**src/rtl/wd_pkg.sv**
```systemverilog
// rtl/wd_pkg.sv - shared state encoding, fail codes and helpers for the watchdog service controller
package wd_pkg;

    typedef enum logic [2:0] {
        ST_IDLE   = 3'd0,
        ST_CLOSED = 3'd1,
        ST_OPEN   = 3'd2,
        ST_FAIL   = 3'd3,
        ST_HOLD   = 3'd4,
        ST_LOCK   = 3'd5
    } wd_state_t;

    localparam logic [1:0] FC_OVERRIDE  = 2'b00;
    localparam logic [1:0] FC_EARLY     = 2'b01;
    localparam logic [1:0] FC_UNHEALTHY = 2'b10;
    localparam logic [1:0] FC_TIMEOUT   = 2'b11;

    function automatic logic [3:0] sat_inc(input logic [3:0] v);
        return (v == 4'hF) ? v : v + 4'd1;
    endfunction

endpackage

```
**src/rtl/wd_window_timer.sv**
```systemverilog
// rtl/wd_window_timer.sv - 16-bit window counter with open/close compare flags
module wd_window_timer #(
    parameter int WIN_OPEN  = 16,
    parameter int WIN_CLOSE = 64
) (
    input  logic clk,
    input  logic rst,
    input  logic clr,
    input  logic en,
    output logic at_open,
    output logic at_close
);

    logic [15:0] cnt;

    always_ff @(posedge clk or posedge rst) begin
        if (rst) begin
            cnt <= '0;
        end else if (clr) begin
            cnt <= '0;
        end else if (en) begin
            cnt <= cnt + 16'd1;
        end
    end

    assign at_open  = (cnt == 16'(WIN_OPEN - 1));
    assign at_close = (cnt == 16'(WIN_CLOSE - 1));

endmodule

```
**src/rtl/wd_service_ctrl.sv**
```systemverilog
// rtl/wd_service_ctrl.sv - windowed watchdog service FSM with fail latching, reset hold and lockout
module wd_service_ctrl
    import wd_pkg::*;
#(
    parameter int WIN_OPEN  = 16,
    parameter int WIN_CLOSE = 64,
    parameter int RST_HOLD  = 8,
    parameter int MAX_FAIL  = 3
) (
    input  logic       clk,
    input  logic       rst,
    input  logic       en,
    input  logic       swstat,
    input  logic       srvc_req,
    input  logic       fwovr_req,
    input  logic       wdfail,
    input  logic [1:0] flstat,
    output logic       wdsrvc,
    output logic       fwovr,
    output logic       sys_rst,
    output logic [1:0] fail_code,
    output logic [3:0] fail_cnt,
    output logic [2:0] state
);

    wd_state_t   state_q;
    logic [15:0] hold_cnt;
    logic        in_window;
    logic        kick_ok;
    logic        at_open;
    logic        at_close;

    assign in_window = (state_q == ST_CLOSED) || (state_q == ST_OPEN);
    // Counter restarts on an accepted kick; outside the window it is held at zero.
    assign kick_ok   = (state_q == ST_OPEN) && !fwovr_req && !wdfail && en && srvc_req && swstat;
    assign state     = state_q;

    wd_window_timer #(
        .WIN_OPEN (WIN_OPEN),
        .WIN_CLOSE(WIN_CLOSE)
    ) u_timer (
        .clk     (clk),
        .rst     (rst),
        .clr     (!in_window || kick_ok),
        .en      (in_window),
        .at_open (at_open),
        .at_close(at_close)
    );

    always_ff @(posedge clk or posedge rst) begin
        if (rst) begin
            state_q   <= ST_IDLE;
            wdsrvc    <= 1'b0;
            fwovr     <= 1'b0;
            sys_rst   <= 1'b0;
            fail_code <= FC_OVERRIDE;
            fail_cnt  <= 4'd0;
            hold_cnt  <= '0;
        end else begin
            wdsrvc <= 1'b0;
            fwovr  <= 1'b0;
            case (state_q)
                ST_IDLE: begin
                    if (en) state_q <= ST_CLOSED;
                end
                ST_CLOSED, ST_OPEN: begin
                    if (fwovr_req) begin
                        fwovr     <= 1'b1;
                        fail_code <= FC_OVERRIDE;
                        state_q   <= ST_FAIL;
                    end else if (wdfail) begin
                        fail_code <= flstat;
                        state_q   <= ST_FAIL;
                    end else if (!en) begin
                        state_q <= ST_IDLE;
                    end else if (srvc_req) begin
                        if (state_q == ST_CLOSED) begin
                            fail_code <= FC_EARLY;
                            state_q   <= ST_FAIL;
                        end else if (swstat) begin
                            wdsrvc  <= 1'b1;
                            state_q <= ST_CLOSED;
                        end else begin
                            fail_code <= FC_UNHEALTHY;
                            state_q   <= ST_FAIL;
                        end
                    end else if (state_q == ST_CLOSED && at_open) begin
                        state_q <= ST_OPEN;
                    end else if (state_q == ST_OPEN && at_close) begin
                        fail_code <= FC_TIMEOUT;
                        state_q   <= ST_FAIL;
                    end
                end
                ST_FAIL: begin
                    fail_cnt <= sat_inc(fail_cnt);
                    sys_rst  <= 1'b1;
                    hold_cnt <= '0;
                    state_q  <= (sat_inc(fail_cnt) >= 4'(MAX_FAIL)) ? ST_LOCK : ST_HOLD;
                end
                ST_HOLD: begin
                    if (hold_cnt == 16'(RST_HOLD - 1)) begin
                        sys_rst <= 1'b0;
                        state_q <= ST_IDLE;
                    end else begin
                        hold_cnt <= hold_cnt + 16'd1;
                    end
                end
                ST_LOCK: begin
                    sys_rst <= 1'b1;
                end
                default: begin
                    sys_rst <= 1'b0;
                    state_q <= ST_IDLE;
                end
            endcase
        end
    end

endmodule

```
**config.mk**
```make
export PLATFORM = sky130hd
export DESIGN_NAME = wd_service_ctrl
export DESIGN_NICKNAME = d
export VERILOG_FILES = /design/src/rtl/wd_pkg.sv /design/src/rtl/wd_window_timer.sv /design/src/rtl/wd_service_ctrl.sv
export SDC_FILE = /design/constraint.sdc
export NUM_CORES = 1
export LEC_CHECK = 0
export ABC_AREA = 1
export BUFFER_PORTS_ARGS = -buffer_cell sky130_fd_sc_hd__buf_2
export CORE_ASPECT_RATIO = 0.6
export CORE_MARGIN = 2
export CORE_UTILIZATION = 52
export CTS_BUF_LIST = sky130_fd_sc_hd__clkbuf_8
export DETAILED_ROUTE_END_ITERATION = 6
export PLACE_DENSITY_LB_ADDON = 0.25
export RECOVER_POWER = 50
export SLEW_MARGIN = 20
export SYNTH_ARGS = -nofsm -noshare
export SYNTH_HDL_FRONTEND = slang
export SYNTH_SLANG_ARGS = --single-unit
```
**constraint.sdc**
```tcl
create_clock -name clk -period 1.7 [get_ports clk]
set_input_delay 0.17 -clock clk [delete_from_list [all_inputs] [get_ports clk]]
set_output_delay 0.17 -clock clk [all_outputs]
set_load 0.01 [all_outputs]
```
; ---- Word-level counts from Yosys, hierarchy flattened
; Index checks and enable logic that the tools add are counted.
[totals]
regBits = 44
inputBits = 9
output_inout_bits = 12
word_cells = 89
[classes]
add_sub_neg = 3
order_cmp = 1
eq_ne = 15
n_mux = 36
bitwise = 2
reduce_logical = 24
[op_table]
columns = cell, n
row1 = 16-bit 2-to-1 mux, 3
row2 = "16-bit by 1-bit adder with 16-bit output, second input constant", 2
row3 = 16-bit one-hot mux with 2 select lines, 1
row4 = 3-bit 2-to-1 mux, 8
row5 = 2-bit 2-to-1 mux, 10
row6 = "16-bit by 3-bit == test with 1-bit output, second input constant", 1
row7 = "16-bit by 4-bit == test with 1-bit output, second input constant", 1
row8 = "16-bit by 6-bit == test with 1-bit output, second input constant", 1
row9 = 3-bit one-hot mux with 5 select lines, 1
row10 = 1-bit 2-to-1 mux, 11
row11 = 1-bit logical AND, 7
row12 = "7-bit inequality test, second input constant", 1
row13 = "3-bit by 2-bit == test with 1-bit output, second input constant", 2
row14 = "3-bit == test, second input constant", 2
row15 = "2-bit inequality test, second input constant", 3
row16 = "5-bit by 2-bit inequality test with 1-bit output, second input constant", 1
row17 = 5-bit AND reduction, 1
row18 = "4-bit by 1-bit adder with 4-bit output, second input constant", 1
row19 = "4-bit == test, second input constant", 1
row20 = "4-bit by 2-bit >= comparator with 1-bit output, second input constant", 1
row21 = 4-bit 2-to-1 mux, 1
row22 = "4-bit inequality test, second input constant", 1
row23 = 2-bit AND reduction, 2
row24 = 4-bit AND reduction, 1
row25 = other kinds (11), 17

; ---- Logic depth before layout (Yosys ltp)
[depth]
ltp_word = 9
mapped_depth = 11
mapped_depth_nobuf = 11

; ---- Cells and area by module
; A second synthesis with hierarchy kept.
[hier_totals]
hier_cells = 393
area_unflattened_um2 = 2778.9
[by_module_without_submodules]
columns = module, n_inst, cells_per_inst, area_per_inst_um2
row1 = wd_service_ctrl, 1, 262, 1836.8
row2 = wd_window_timer, 1, 131, 942.2

; ---- Worst setup path before layout
; Ideal clock, no wire load.
[synth_path]
path_type = register -> register
startpoint = register hold_cnt[0]
endpoint = register hold_cnt[6]
setup_ps = 121
t_arrival_ps = 1308
slack_ps = 271
path_stages_with_launch = 11
n_path_buf = 1
period_less_slack_ps = 1429
path_cell_list = dfrtp_1 -> ha_1 -> nand2_1 -> inv_1 -> nand2_1 -> nor2_1 -> nand2_1 -> nand2_2 -> buf_2 -> o21ai_0 -> nor2_1
[synth_between]
elab_chain_cells = 3
word_cells_on_any_way = 6
classes_between = add/sub (1) / eq/ne (2) / mux (2) / reduce/logical (1)
[synth_rtl]
columns = item, line_no
row1 = start: declaration, wd_service_ctrl.sv:27  ; logic [15:0] hold_cnt;
row2 = start signal: assignment, wd_service_ctrl.sv:105  ; hold_cnt <= hold_cnt + 16'd1;
row3 = 16-bit by 1-bit adder with 16-bit output / 16-bit by 3-bit == test with 1-bit output (equally long branches), "wd_service_ctrl.sv:105, wd_service_ctrl.sv:101"
row4 = 16-bit 2-to-1 mux / 2-bit inequality test (equally long branches), -
row5 = 16-bit one-hot mux with 2 select lines / 2-bit AND reduction (equally long branches), -
; Several ways; a longest one is shown, not always the timed one. The select of a mux whose other input is x is not followed.
; A chain may end at the register's enable or synchronous reset.

; ---- Final worst setup path
[layout_path]
startpoint = register hold_cnt[0]
endpoint = register hold_cnt[8]
; Same word-level chain as after synthesis.

==> flow_metrics.py <==
metrics = {
    "worst_setup_path": {
        "r2r_start": "hold_cnt[0]",
        "reg2regPathDepth": 11,
        "endpoint_kind": "register",
        "worst_ep_required_time_ps": 1870,
        "r2r_setup_slack_ps": 140,
        "crit_type": "register to register",
        "cpPeakStageDelay_ps": 420,
        "path_cells": "ha_2, nand2_2, inv_2, nand2_1, nor2_1, nand2_1, nand2_2, buf_6, buf_4, nand3_1, o31ai_1",
        "worstPathArrival_ps": 1740,
        "start_kind": "register",
        "critPathSlowestCell": "dfrtp_1",
        "reg2reg_to": "hold_cnt[8]",
        "critical_path.top_delay_family": "simple AND/OR/NAND/NOR gates",
        "cp_num_buf_inv": 3,
        "worstPathMaxFanout": 6,
    },
    "clock_tree": {
        "cts.sinks": 44,
        "cts-root-buf": "clkbuf_8",
        "clk_pin_slew_ps": 90,
        "cts_tree": "done",
        "clk_latency_ps": 290,
        "htreeDepth": 2,
        "cts_buffers": 5,
        "cts_buffer_depth": 2,
    },
    "floorplanning": {
        "chipWidth_um": 93.9,
        "coreArea_mm2": 0.00461,
        "fp.dieH_um": 57.9,
        "io-pin-count": 21,
        "initial_core_util_pct": 54.7,
        "fp-row-count": 19,
        "dieArea_mm2": 0.00544,
    },
    "synthesis": {
        "synth_most_common_cell": "nand2_1",
        "syn_area_mm2": 0.00252,
        "yosysTopAreaCellShare_pct": 43.7,
        "yosysWarnings": 0,
        "synth_cell_types": 34,
        "avgSynthCellArea_um2": 7.44,
        "synthCells": 339,
        "yosys-top-cells-count": "nand2_1, nor2_1, dfrtp_1",
        "syn_nets": 351,
        "synthArstFlopShare_pct": 100,
        "synth_seq_area_share_pct": 43.7,
        "synth.largest_area_cell": "dfrtp_1",
        "synth_enable_flop_cells": 0,
        "synth_flop_cell": "dfrtp_1",
        "ys_seq_elements": 44,
        "netlist_top_cells_area": "dfrtp_1, nand2_1, nor2_1",
    },
    "min_path": {
        "hold_path_end": "fwovr",
        "min_delay_path_depth": 3,
        "hp-start": "fwovr_req",
        "hold_path.class": "primary input to register",
    },
    "global_routing": {
        "overflow": 0,
        "grt_pass1_wl_um": 10300,
        "grt_pass1_vias": 2108,
        "grt_usage_pct": 24.3,
        "antenna_found_initial": 0,
        "grt_max_degree": 26,
    },
    "detailed_routing": {
        "drt_iter0_drc": 209,
        "drc_errors": 0,
        "avgViaCountPerCell": 5.28,
        "ant_nets": 0,
        "vias": 2314,
        "first_pass_iters": 5,
        "wl_um": 5990,
        "wl_per_cell_um": 13.7,
    },
    "cells_and_area": {
        "diodes": 0,
        "final_cell_area_mm2": 0.00290,
        "drive_gt1_share_pct": 15.7,
        "fin_util_pct": 62.9,
        "nets": 386,
        "syn2layout_area_growth_pct": 15.0,
    },
    "power_and_ir_drop": {
        "powerDensity_mw_per_mm2": 1210,
        "p_leak_nw": 1.35,
        "peakVddDrop_v": 0.000830,
    },
    "sta": {
        "final.setup.tns_ps": 0,
        "max_slew_margin_pct": 45.7,
        "drv_slew": 0,
        "min_period_over_period_pct": 92.0,
        "finalHoldViolCount": 0,
        "tightestPinTransition_ps": 813,
        "holdWs_ps": 168,
        "period_minus_slack_ps": 1560,
        "max_freq_mhz": 640,
        "setup_viol": 0,
        "fin_skew_ps": 10.4,
    },
    "place": {
        "portBuffers": 20,
        "place_area_mm2": 0.00276,
        "hpwl_um": 4520,
        "gp_congestion": 0.943,
    },
    "job": {
        "maxCapViolations": 0,
    },
    "status": {
        "status": "finished, final reports clean",
    },
}
[final cells by class]
| class | instances | area, um^2 |
|---|---|---|
| Sequential cell | 44 | 1100 |
| Fill cell | 426 | 1710 |
| Inverter | 41 | 156 |
| Multi-Input combinational cell | 251 | 1270 |
| Clock buffer | 6 | 82.6 |
| Timing Repair Buffer | 31 | 193 |
| Clock inverter | 2 | 11.3 |
| Tap cell | 63 | 78.8 |
[tightest hold or removal path: stages]
cell    delay [ps]
buf_2          110
inv_1           80
nor2_1          50
[through the flow]
stage               std cells  power [mW]  setup WS [ps]
global route              438        3.79          -10.9
floorplan                 339        2.33            271
finish                    438        3.52            137
global placement          427        2.76            130
detailed placement        427        2.79           62.0
CTS                       436        3.48           68.4
[logic make-up (layout without fill, tap and decap cells)]
kind of cell,after synthesis,in the layout,share of synthesized area [%]
simple gates,184,184,32.3
compound gates,52,52,11.5
flops,44,44,43.7
buf+inv,44,80,6.85
xor+xnor,11,11,3.82
fa+ha+maj,3,3,1.49
mux,1,1,0.447
[worst max-delay path by stage]
stage	slack [ps]	cells after the start	end	from
finish	140	11	hold_cnt[8]	hold_cnt[0]
global route	-10	7	hold_cnt[10]	hold_cnt[3]
CTS	70	10	hold_cnt[2]	hold_cnt[0]
detailed placement	60	10	hold_cnt[6]	hold_cnt[0]
global placement	130	10	hold_cnt[2]	hold_cnt[0]
floorplan	270	10	hold_cnt[6]	hold_cnt[0]
[layout by cell type, fill, tap and decap left out, types with 2 or more instances in the layout]
master and instances:
dfrtp_1 43, buf_4 7, ha_1 2, nand2_1 70
o22ai_1 2, nor2_2 2, nand3_1 28, a21oi_1 14
xor2_1 9, xnor2_1 2, buf_2 16, inv_1 36
o21ai_1 2, nand3_2 5, o21ai_0 27, inv_2 5
nand4_1 6, nor3_1 6, nor2_1 56, clkbuf_8 6
nand2_2 4, clkbuf_1 5, a31oi_1 2
[timing repair]
| action | CTS | global route |
|---|---|---|
| hold buffers | 1 | 0 |
| gates resized for setup | 0 | 11 |
| endpoints found under the hold margin | 19 | 0 |
| setup endpoints to repair | 0 | 20 |
| setup buffers | 0 | 1 |
[registers in the layout, indices dropped and copies added, names as in the netlist]
signal	flops
hold_cnt	16
u_timer.cnt	16
fail_cnt	4
state	3
fail_code	2
fwovr	1
sys_rst	1
wdsrvc	1
[layer usage]
layer,vias up,global-route usage (%),part of all wire [%]
met4,0,3.73,0.57
met3,6,6.89,9.8
met1,1049,42.6,55
met2,92,28.8,34
met5,-,0,0
li1,1167,-,-
[power breakdown]
part	switching (mW)	leakage [nW]	total (mW)	internal, mW
clock	0.356	0.0486	0.681	0.325
combinational	0.908	0.713	1.44	0.534
sequential	0.185	0.592	1.40	1.21
Power figures use the tool's default switching activity.
